**src/rtl/cnn_pkg.sv**
```systemverilog
// Shared constants, launch-state type and pixel placement helper for the CNN frame loader.
package cnn_pkg;

   localparam int unsigned IMG_DIM  = 8;
   localparam int unsigned IMG_BITS = IMG_DIM * IMG_DIM;
   localparam int unsigned CLASS_W  = 4;

   typedef enum logic [1:0] {
      L_IDLE,
      L_START,
      L_BUSY
   } launch_state_e;

   // Bit position of pixel (r,c) inside the packed image word.
   function automatic int unsigned pix_bit_index(input int unsigned r, input int unsigned c);
      return IMG_BITS - 1 - (IMG_DIM * r + c);
   endfunction

endpackage

```
**src/rtl/cnn_pixel_packer.sv**
```systemverilog
// Binarises accepted pixels and packs them row-major into a 64-bit frame with framing checks.
module cnn_pixel_packer
   import cnn_pkg::*;
#(
   parameter int unsigned PIX_W = 8
) (
   input  logic                clk_i,
   input  logic                rst_i,
   input  logic [PIX_W-1:0]    pix_data_i,
   input  logic                pix_valid_i,
   input  logic                pix_sof_i,
   input  logic [PIX_W-1:0]    threshold_i,
   input  logic                clear_full_i,
   output logic                pix_ready_o,
   output logic                full_o,
   output logic [IMG_BITS-1:0] frame_o,
   output logic                frame_err_o
);

   localparam int unsigned CNT_W = $clog2(IMG_BITS);
   localparam logic [CNT_W-1:0] CNT_LAST = CNT_W'(IMG_BITS - 1);

   logic [CNT_W-1:0]    count_q, count_d;
   logic [IMG_BITS-1:0] sr_q, sr_d;
   logic                full_q, full_d;
   logic                err_q, err_d;
   logic                accept;
   logic                pix_bit;

   assign pix_ready_o = !rst_i && !full_q;
   assign accept      = pix_valid_i && pix_ready_o;
   assign pix_bit     = (pix_data_i >= threshold_i);

   always_comb begin
      count_d = count_q;
      sr_d    = sr_q;
      full_d  = full_q;
      err_d   = 1'b0;
      if (clear_full_i) begin
         full_d = 1'b0;
      end
      if (accept) begin
         if (pix_sof_i && (count_q != '0)) begin
            // Restart: stale bits shift out before the new frame can complete.
            err_d   = 1'b1;
            sr_d    = {sr_q[IMG_BITS-2:0], pix_bit};
            count_d = CNT_W'(1);
         end else if (!pix_sof_i && (count_q == '0)) begin
            err_d = 1'b1;
         end else begin
            sr_d    = {sr_q[IMG_BITS-2:0], pix_bit};
            count_d = count_q + CNT_W'(1);
            if (count_q == CNT_LAST) begin
               full_d = 1'b1;
            end
         end
      end
   end

   always_ff @(posedge clk_i) begin
      if (rst_i) begin
         count_q <= '0;
         sr_q    <= '0;
         full_q  <= 1'b0;
         err_q   <= 1'b0;
      end else begin
         count_q <= count_d;
         sr_q    <= sr_d;
         full_q  <= full_d;
         err_q   <= err_d;
      end
   end

   assign full_o      = full_q;
   assign frame_o     = sr_q;
   assign frame_err_o = err_q;

endmodule

```
**src/rtl/cnn_frame_loader.sv**
```systemverilog
// Double-buffered frame feeder for the CNN: launch FSM, done edge detection and watchdog.
module cnn_frame_loader
   import cnn_pkg::*;
#(
   parameter int unsigned PIX_W       = 8,
   parameter int unsigned TIMEOUT_CYC = 4096
) (
   input  logic                clk_i,
   input  logic                rst_i,
   input  logic [PIX_W-1:0]    pix_data_i,
   input  logic                pix_valid_i,
   input  logic                pix_sof_i,
   output logic                pix_ready_o,
   input  logic [PIX_W-1:0]    threshold_i,
   output logic [IMG_BITS-1:0] image_input_o,
   output logic                start_o,
   input  logic                done_i,
   input  logic [CLASS_W-1:0]  classification_i,
   output logic [CLASS_W-1:0]  res_class_o,
   output logic                res_valid_o,
   output logic                res_timeout_o,
   output logic                frame_err_o,
   output logic                busy_o
);

   localparam int unsigned WD_W = $clog2(TIMEOUT_CYC + 2);
   localparam logic [WD_W-1:0] WD_LIM = WD_W'(TIMEOUT_CYC);

   launch_state_e       state_q, state_d;
   logic [IMG_BITS-1:0] image_q, image_d;
   logic [WD_W-1:0]     wd_q, wd_d;
   logic [CLASS_W-1:0]  res_class_q, res_class_d;
   logic                res_valid_q, res_valid_d;
   logic                res_to_q, res_to_d;
   logic                done_q;
   logic                done_rise;
   logic                wd_expire;
   logic                full;
   logic                frame_err;
   logic [IMG_BITS-1:0] frame;

   // Full is held through L_START so the fill side stalls until the launch pulse has gone out.
   cnn_pixel_packer #(
      .PIX_W(PIX_W)
   ) u_packer (
      .clk_i       (clk_i),
      .rst_i       (rst_i),
      .pix_data_i  (pix_data_i),
      .pix_valid_i (pix_valid_i),
      .pix_sof_i   (pix_sof_i),
      .threshold_i (threshold_i),
      .clear_full_i(state_q == L_START),
      .pix_ready_o (pix_ready_o),
      .full_o      (full),
      .frame_o     (frame),
      .frame_err_o (frame_err)
   );

   assign done_rise = done_i && !done_q;
   assign wd_expire = (TIMEOUT_CYC != 0) && ((wd_q + WD_W'(1)) == WD_LIM);

   always_comb begin
      state_d     = state_q;
      image_d     = image_q;
      wd_d        = wd_q;
      res_class_d = res_class_q;
      res_valid_d = 1'b0;
      res_to_d    = res_to_q;
      unique case (state_q)
         L_IDLE: begin
            if (full) begin
               image_d = frame;
               state_d = L_START;
            end
         end
         L_START: begin
            wd_d    = '0;
            state_d = L_BUSY;
         end
         L_BUSY: begin
            // A done edge wins over a coincident watchdog expiry.
            if (done_rise) begin
               res_class_d = classification_i;
               res_to_d    = 1'b0;
               res_valid_d = 1'b1;
               state_d     = L_IDLE;
            end else if (wd_expire) begin
               res_class_d = '0;
               res_to_d    = 1'b1;
               res_valid_d = 1'b1;
               state_d     = L_IDLE;
            end else if (wd_q != '1) begin
               wd_d = wd_q + WD_W'(1);
            end
         end
         default: state_d = L_IDLE;
      endcase
   end

   always_ff @(posedge clk_i) begin
      if (rst_i) begin
         state_q     <= L_IDLE;
         image_q     <= '0;
         wd_q        <= '0;
         res_class_q <= '0;
         res_valid_q <= 1'b0;
         res_to_q    <= 1'b0;
         done_q      <= 1'b0;
      end else begin
         state_q     <= state_d;
         image_q     <= image_d;
         wd_q        <= wd_d;
         res_class_q <= res_class_d;
         res_valid_q <= res_valid_d;
         res_to_q    <= res_to_d;
         done_q      <= done_i;
      end
   end

   assign image_input_o = rst_i ? '0 : image_q;
   assign start_o       = !rst_i && (state_q == L_START);
   assign busy_o        = !rst_i && (state_q == L_BUSY);
   assign res_class_o   = rst_i ? '0 : res_class_q;
   assign res_valid_o   = !rst_i && res_valid_q;
   assign res_timeout_o = !rst_i && res_to_q;
   assign frame_err_o   = !rst_i && frame_err;

endmodule

```
**config.mk**
```make
export PLATFORM = sky130hd
export DESIGN_NAME = cnn_frame_loader
export DESIGN_NICKNAME = d
export VERILOG_FILES = /design/src/rtl/cnn_pkg.sv /design/src/rtl/cnn_pixel_packer.sv /design/src/rtl/cnn_frame_loader.sv
export SDC_FILE = /design/constraint.sdc
export NUM_CORES = 1
export LEC_CHECK = 0
export CORE_AREA = 2 2 130 132
export DETAILED_ROUTE_END_ITERATION = 6
export DIE_AREA = 0 0 132 134
export PLACE_DENSITY = 0.76
export SYNTH_ARGS = -nofsm -noshare
export SYNTH_HDL_FRONTEND = slang
export SYNTH_SLANG_ARGS = --single-unit
```
**constraint.sdc**
```tcl
create_clock -name clk_i -period 2.3 [get_ports clk_i]
set_input_delay 0.345 -clock clk_i [delete_from_list [all_inputs] [get_ports clk_i]]
set_output_delay 0.345 -clock clk_i [all_outputs]
set_load 0.01 [all_outputs]
```
After elaboration in Yosys (flattened, before gate mapping)
Cells that the tools add are included.
{"block": "classes", "add_sub_neg": 2, "reduce_logical": 26, "n_lt_le_gt_ge": 1, "bitwise": 2, "eq_ne": 11, "n_mux": 27}
{"operator": "64-bit two-way mux", "n": 3}
{"operator": "13-bit two-way mux", "n": 3}
{"operator": "13-bit case mux with 2 select lines", "n": 1}
{"operator": "13-bit by 1-bit adder with 13-bit output, second input constant", "n": 1}
{"operator": "13-bit == test, second input constant", "n": 1}
{"operator": "13-bit != test, second input constant", "n": 1}
{"operator": "4-bit two-way mux", "n": 3}
{"operator": "6-bit two-way mux", "n": 2}
{"operator": "1-bit two-way mux", "n": 11}
{"operator": "1-bit logical AND", "n": 10}
{"operator": "8-bit greater-or-equal comparator", "n": 1}
{"operator": "2-bit AND reduction", "n": 4}
{"operator": "6-bit by 1-bit adder with 6-bit output, second input constant", "n": 1}
{"operator": "6-bit == test, second input constant", "n": 1}
{"operator": "6-bit logical NOT", "n": 1}
{"operator": "2-bit two-way mux", "n": 3}
{"operator": "2-bit != test, second input constant", "n": 3}
{"operator": "2-bit case mux with 3 select lines", "n": 1}
{"operator": "6-bit nonzero test", "n": 1}
{"operator": "1-bit logical NOT", "n": 4}
{"operator": "2-bit by 1-bit != test with 1-bit output, second input constant", "n": 2}
{"operator": "4-bit AND reduction", "n": 1}
{"operator": "2-bit nonzero test", "n": 2}
{"operator": "2-bit OR reduction", "n": 2}
{"operator": "5 further kinds", "n": 6}
{"block": "word_totals", "input_bits": 25, "out_inout_bits": 74, "wordCells": 80, "ff_bits": 158}

Depth between registers and ports, before layout
{"block": "logic_depth", "ltp_word": 6, "mapped_depth": 10, "ltp_nobuf": 9}

Hierarchy
A second synthesis with hierarchy kept.
{"block": "hier_totals", "cells_unflattened": 765, "hier_area_um2": 6681.4}
{"mod": "cnn_frame_loader", "instances": 1, "area_per_inst_um2": 3846.2, "seq_area_each_um2": 1721.7, "cells_per_inst": 409}
{"mod": "cnn_pixel_packer", "instances": 1, "area_per_inst_um2": 2835.2, "seq_area_each_um2": 1441.4, "cells_per_inst": 356}

Worst setup path before layout
No wires, ideal clock.
{"block": "synth_path", "kind": "reg2reg", "startpoint": "register wd_q[0]", "endpoint": "register state_q[1]", "t_required_ns": 2.180, "path_stages_with_launch": 10, "setup_slack_ns": 0.119, "n_path_buf": 1, "setup_ns": 0.120, "arrival_ns": 2.061, "cell_sequence": "dfxtp_1 -> ha_1 -> and4_1 -> nand2_1 -> nand4bb_1 -> a22o_4 -> o21ai_4 -> buf_6 -> nor3_1 -> or2_1"}
{"block": "synth_via", "elab_chain_len": 4}
{"item": "start, declared", "line": "cnn_frame_loader.sv:31", "rtl": "logic [WD_W-1:0] wd_q, wd_d;"}
{"item": "start signal, assigned", "line": "cnn_frame_loader.sv:112", "rtl": "wd_q <= wd_d;"}
{"item": "13-bit by 1-bit adder with 13-bit output", "line": "cnn_frame_loader.sv:60", "rtl": "assign wd_expire = (TIMEOUT_CYC != 0) && ((wd_q + WD_W'(1)) == WD_LIM);"}
{"item": "13-bit == test", "line": "cnn_frame_loader.sv:60"}
{"item": "3-bit != test (no line)"}
{"item": "2-bit AND reduction (no line)"}
{"item": "end signal, assigned", "line": "cnn_frame_loader.sv:110", "rtl": "state_q <= state_d;"}
{"item": "end, declared", "line": "cnn_frame_loader.sv:29", "rtl": "launch_state_e state_q, state_d;"}
Every way passes these cells.
A chain may end at the register's enable or synchronous reset.

Worst setup path in the final report
Ends and elaborated chain as after synthesis.

==> metrics.md <==
| Metric | Value |
|---|---|
| Status | `completed` |
| Worst path bufs/invs | `1` |
| Leakage | `0.00307 uW` |
| Pwr/cell area | `702 mW/mm2` |
| Power share of the clock group | `0.501` |
| Global route overflow | `0` |
| Syn Std Cell Area | `0.00644 mm2` |
| Die Area | `0.0177 mm2` |
| TritonCTS buffer count | `17` |
| Comb power frac | `0.038` |
| Area leader, netlist | `dfxtp_1` |
| Cell variety after synth | `a little under 60` |
| CP Cell Sequence | `ha_2 -> nand2_2 -> nor3_2 -> xnor2_1 -> o2111ai_4 -> o21ai_4 -> buf_4 -> nor3_1 -> or2_1` |
| 1st-iter DRT viols | `411` |
| Post-synth EDFFs | `0` |
| Syn nets | `762` |
| CP required | `between 2000 and 3000 ps` |
| Yosys reg bits | `158` |
| Net switching power | `1210 uW` |
| Worst Tran Pin Value | `729 ps` |
| ANT nets after route | `0` |
| CTS max path bufs | `2` |
| Starting Density | `0.395` |
| Post-synth top area share | `0.491` |
| Worst min path class | `in -> reg` |
| GRT Resource Usage Total | `0.167` |
| Boundary Pins | `99` |
| Net count, final | `860` |
| Hold Buf Count CTS | `0` |
| Seq pwr share | `0.462` |
| Cell family with most CP delay | `simple AND/OR/NAND/NOR gates` |
| Hpwl dp | `approximately 9.4 mm` |
| Yosys warning total | `0` |
| Most frequent cell after synthesis | `dfxtp_1` |
| Via density | `5.10` |
| # H-tree levels | `4` |
| WL final | `14.8 mm` |
| Final GP Congestion | `0.853` |
| Sw Ratio | `0.204` |
| Detailed Routing Iterations Pass 1 | `5` |
| Avg Cell Area, Syn | `8.92 um2` |
| CTS Root Buffer Type | `clkbuf_16` |
| Synth Instances | `722` |
| CP endpoint kind | `flop` |
| Slew margin rel. | `0.514` |
| Final Setup Violations | `0` |
| Main synth FF type | `dfxtp_1` |
| Vias in the first global route | `5012` |
| Seq/Total Area, Yosys | `0.491` |
| Final hold violations | `0` |
| Final non-filler cell total | `about 1.1k` |
| Number of antenna diodes | `0` |
| Clock period minus worst slack | `2260 ps` |
| Worst hold slack | `about 270 ps` |
| Placed Cells incl. Taps | `1017` |
| Critical path class | `reg -> reg` |
| Core box area | `roughly 0.016 mm2` |
| Layout Area Growth over Synthesis | `31.6%` |
| Max_cap viols | `0` |
| Synth top area cells | `dfxtp_1, o22a_1, nand2_1, nor2b_1, a21oi_1` |
| Wire per inst | `14.1 um` |
| Fraction of layout cells with a size suffix above 1 | `0.102` |
| Pin count of the biggest net entering global routing | `65` |
| Largest stage delay, worst path | `approximately 360 ps` |
| Slowest-stage cell, CP | `dfxtp_1` |
| Tcrit/Tclk final | `0.981` |
| Row count | `47` |
| CP max FO | `7` |
| FFs w/ async S/R, synth | `0` |
| Startpoint types | `flop` |
| CTS tree | `yes` |
| FMAX | `0.443 GHz` |
| CTS Sinks | `158` |
| Commonest cells in the synthesized netlist | `dfxtp_1, nand2_1, a21oi_1, nor2b_1, o22a_1` |
| IO buf count | `98` |
| Int Power | `4740 uW` |
| Fillers | `1502` |
| Worst vdd ir | `733 uV` |
| CP arrival | `roughly 2600 ps` |
| Die Width | `~130 um` |
| Global-route wire length before repair | `between 20 and 25 mm` |
| Vias | `between 5k and 6k` |
| Die Height | `134 um` |
| Initial antenna violation count | `0` |
| Clock Pin Slew Worst Setup and Hold Paths | `60 ps` |
| Fin Clk Skew | `roughly 7.6 ps` |
| Skew-Pair Late Insertion Delay | `420 ps` |
| DRC | `0` |
| Max Slew Vio Count | `0` |
-- worst paths after layout --
path                          startpoint                           endpoint  slack, ps  cells after the start
min reg2reg  res_class_q[3]$_SDFFE_PP0P_        res_class_q[3]$_SDFFE_PP0P_        470                      2
max                 wd_q[0]$_SDFFE_PP0P_            state_q[1]$_SDFFE_PP0P_         40                      9
min                                rst_i  u_packer.frame_o[57]$_SDFFE_PP0P_        270                      2
max reg2reg         wd_q[0]$_SDFFE_PP0P_            state_q[1]$_SDFFE_PP0P_         40                      9
-- power by group through the flow --
stage / Sequential, uW / Clock [uW] / Combinational (uW)
floorplan: 2800 / 0 / 118
global placement: 2810 / 0 / 216
detailed placement: 2810 / 0 / 217
CTS: 2750 / 3050 / 217
global route: 2740 / 3160 / 249
finish: 2750 / 2980 / 224
-- layout by cell type, fill, tap and decap left out, drive strengths merged, types with 2 or more instances in the layout --
master,count
clkbuf,22
buf,34
ha,15
o22a,64
nand2b,5
nor2b,69
a41oi,2
xnor2,5
a21o,4
nand2,150
o21ai,10
and2,2
and3,3
xor2,4
o41ai,5
dfxtp,158
nor2,21
nor3,9
clkinv,6
clkdlybuf4s50,97
nor4,4
o311ai,4
or3,3
inv,17
a211oi,2
o2111ai,6
o211ai,2
nand4,5
o31ai,3
a21oi,74
nand3,12
bufinv,4
or2,2
-- area by class of cell --
class / count / area (um2) / area share
clock buffers: 22 / 474 / 0.0560
flip-flops and latches: 158 / 3160 / 0.373
multi-input cells: 494 / 3030 / 0.358
repair buffers: 131 / 1300 / 0.154
well taps: 220 / 275 / 0.0325
clock inverters: 10 / 160 / 0.0189
inverters: 18 / 67.6 / 0.00798
-- state kept, by name, indices dropped and copies added (netlist names) --
signal and count:
wd_q 13, state_q 2, res_valid_q 1, done_q 1, res_to_q 1, res_class_q 4, u_packer.frame_err_o 1, u_packer.frame_o 64
u_packer.full_o 1, u_packer.count_q 6, image_q 64
-- metal layers --
| metal | wire length [um] | GRT usage | vias up |
|---|---|---|---|
| li1 | - | - | 2691 |
| met1 | 6610 | 0.209 | 2530 |
| met2 | 7150 | 0.275 | 133 |
| met3 | 790 | 0.0472 | 21 |
| met4 | 277 | 0.0640 | 0 |
| met5 | 0 | 0 | - |
-- what timing repair did --
item,CTS,global route
endpoints found under the hold margin,0,0
gates resized for setup,0,3
setup endpoints to repair,0,15
setup buffers,0,3
-- metrics by stage --
stage	TNS [ps]	setup WS (ps)	power, uW	util	area (um2)
2_1_floorplan	0	119	2920	-	6440
5_1_grt	-103	-39.6	6150	0.520	8470
3_5_place_dp	-35.3	-35.3	3020	0.478	7780
6_report	0	43.7	5950	0.520	8470
3_3_place_gp	-8.83	-8.83	3020	0.478	7780
4_1_cts	0	32.7	6010	0.517	8420
-- kinds of logic (layout without fill, tap and decap cells) --
logic type               count (synthesis)  after routing  share of synthesized area
AND/OR/NAND/NOR                        292            292                      0.226
XOR/XNOR                                 9              9                     0.0122
flip-flops                             158            158                      0.491
AO/OA/AOI/OAI                          177            178                      0.196
adder cells (fa/ha/maj)                 15             15                     0.0292
buffers and inverters                   71            181                     0.0455
No activity file was read; power rests on OpenSTA's default activity.
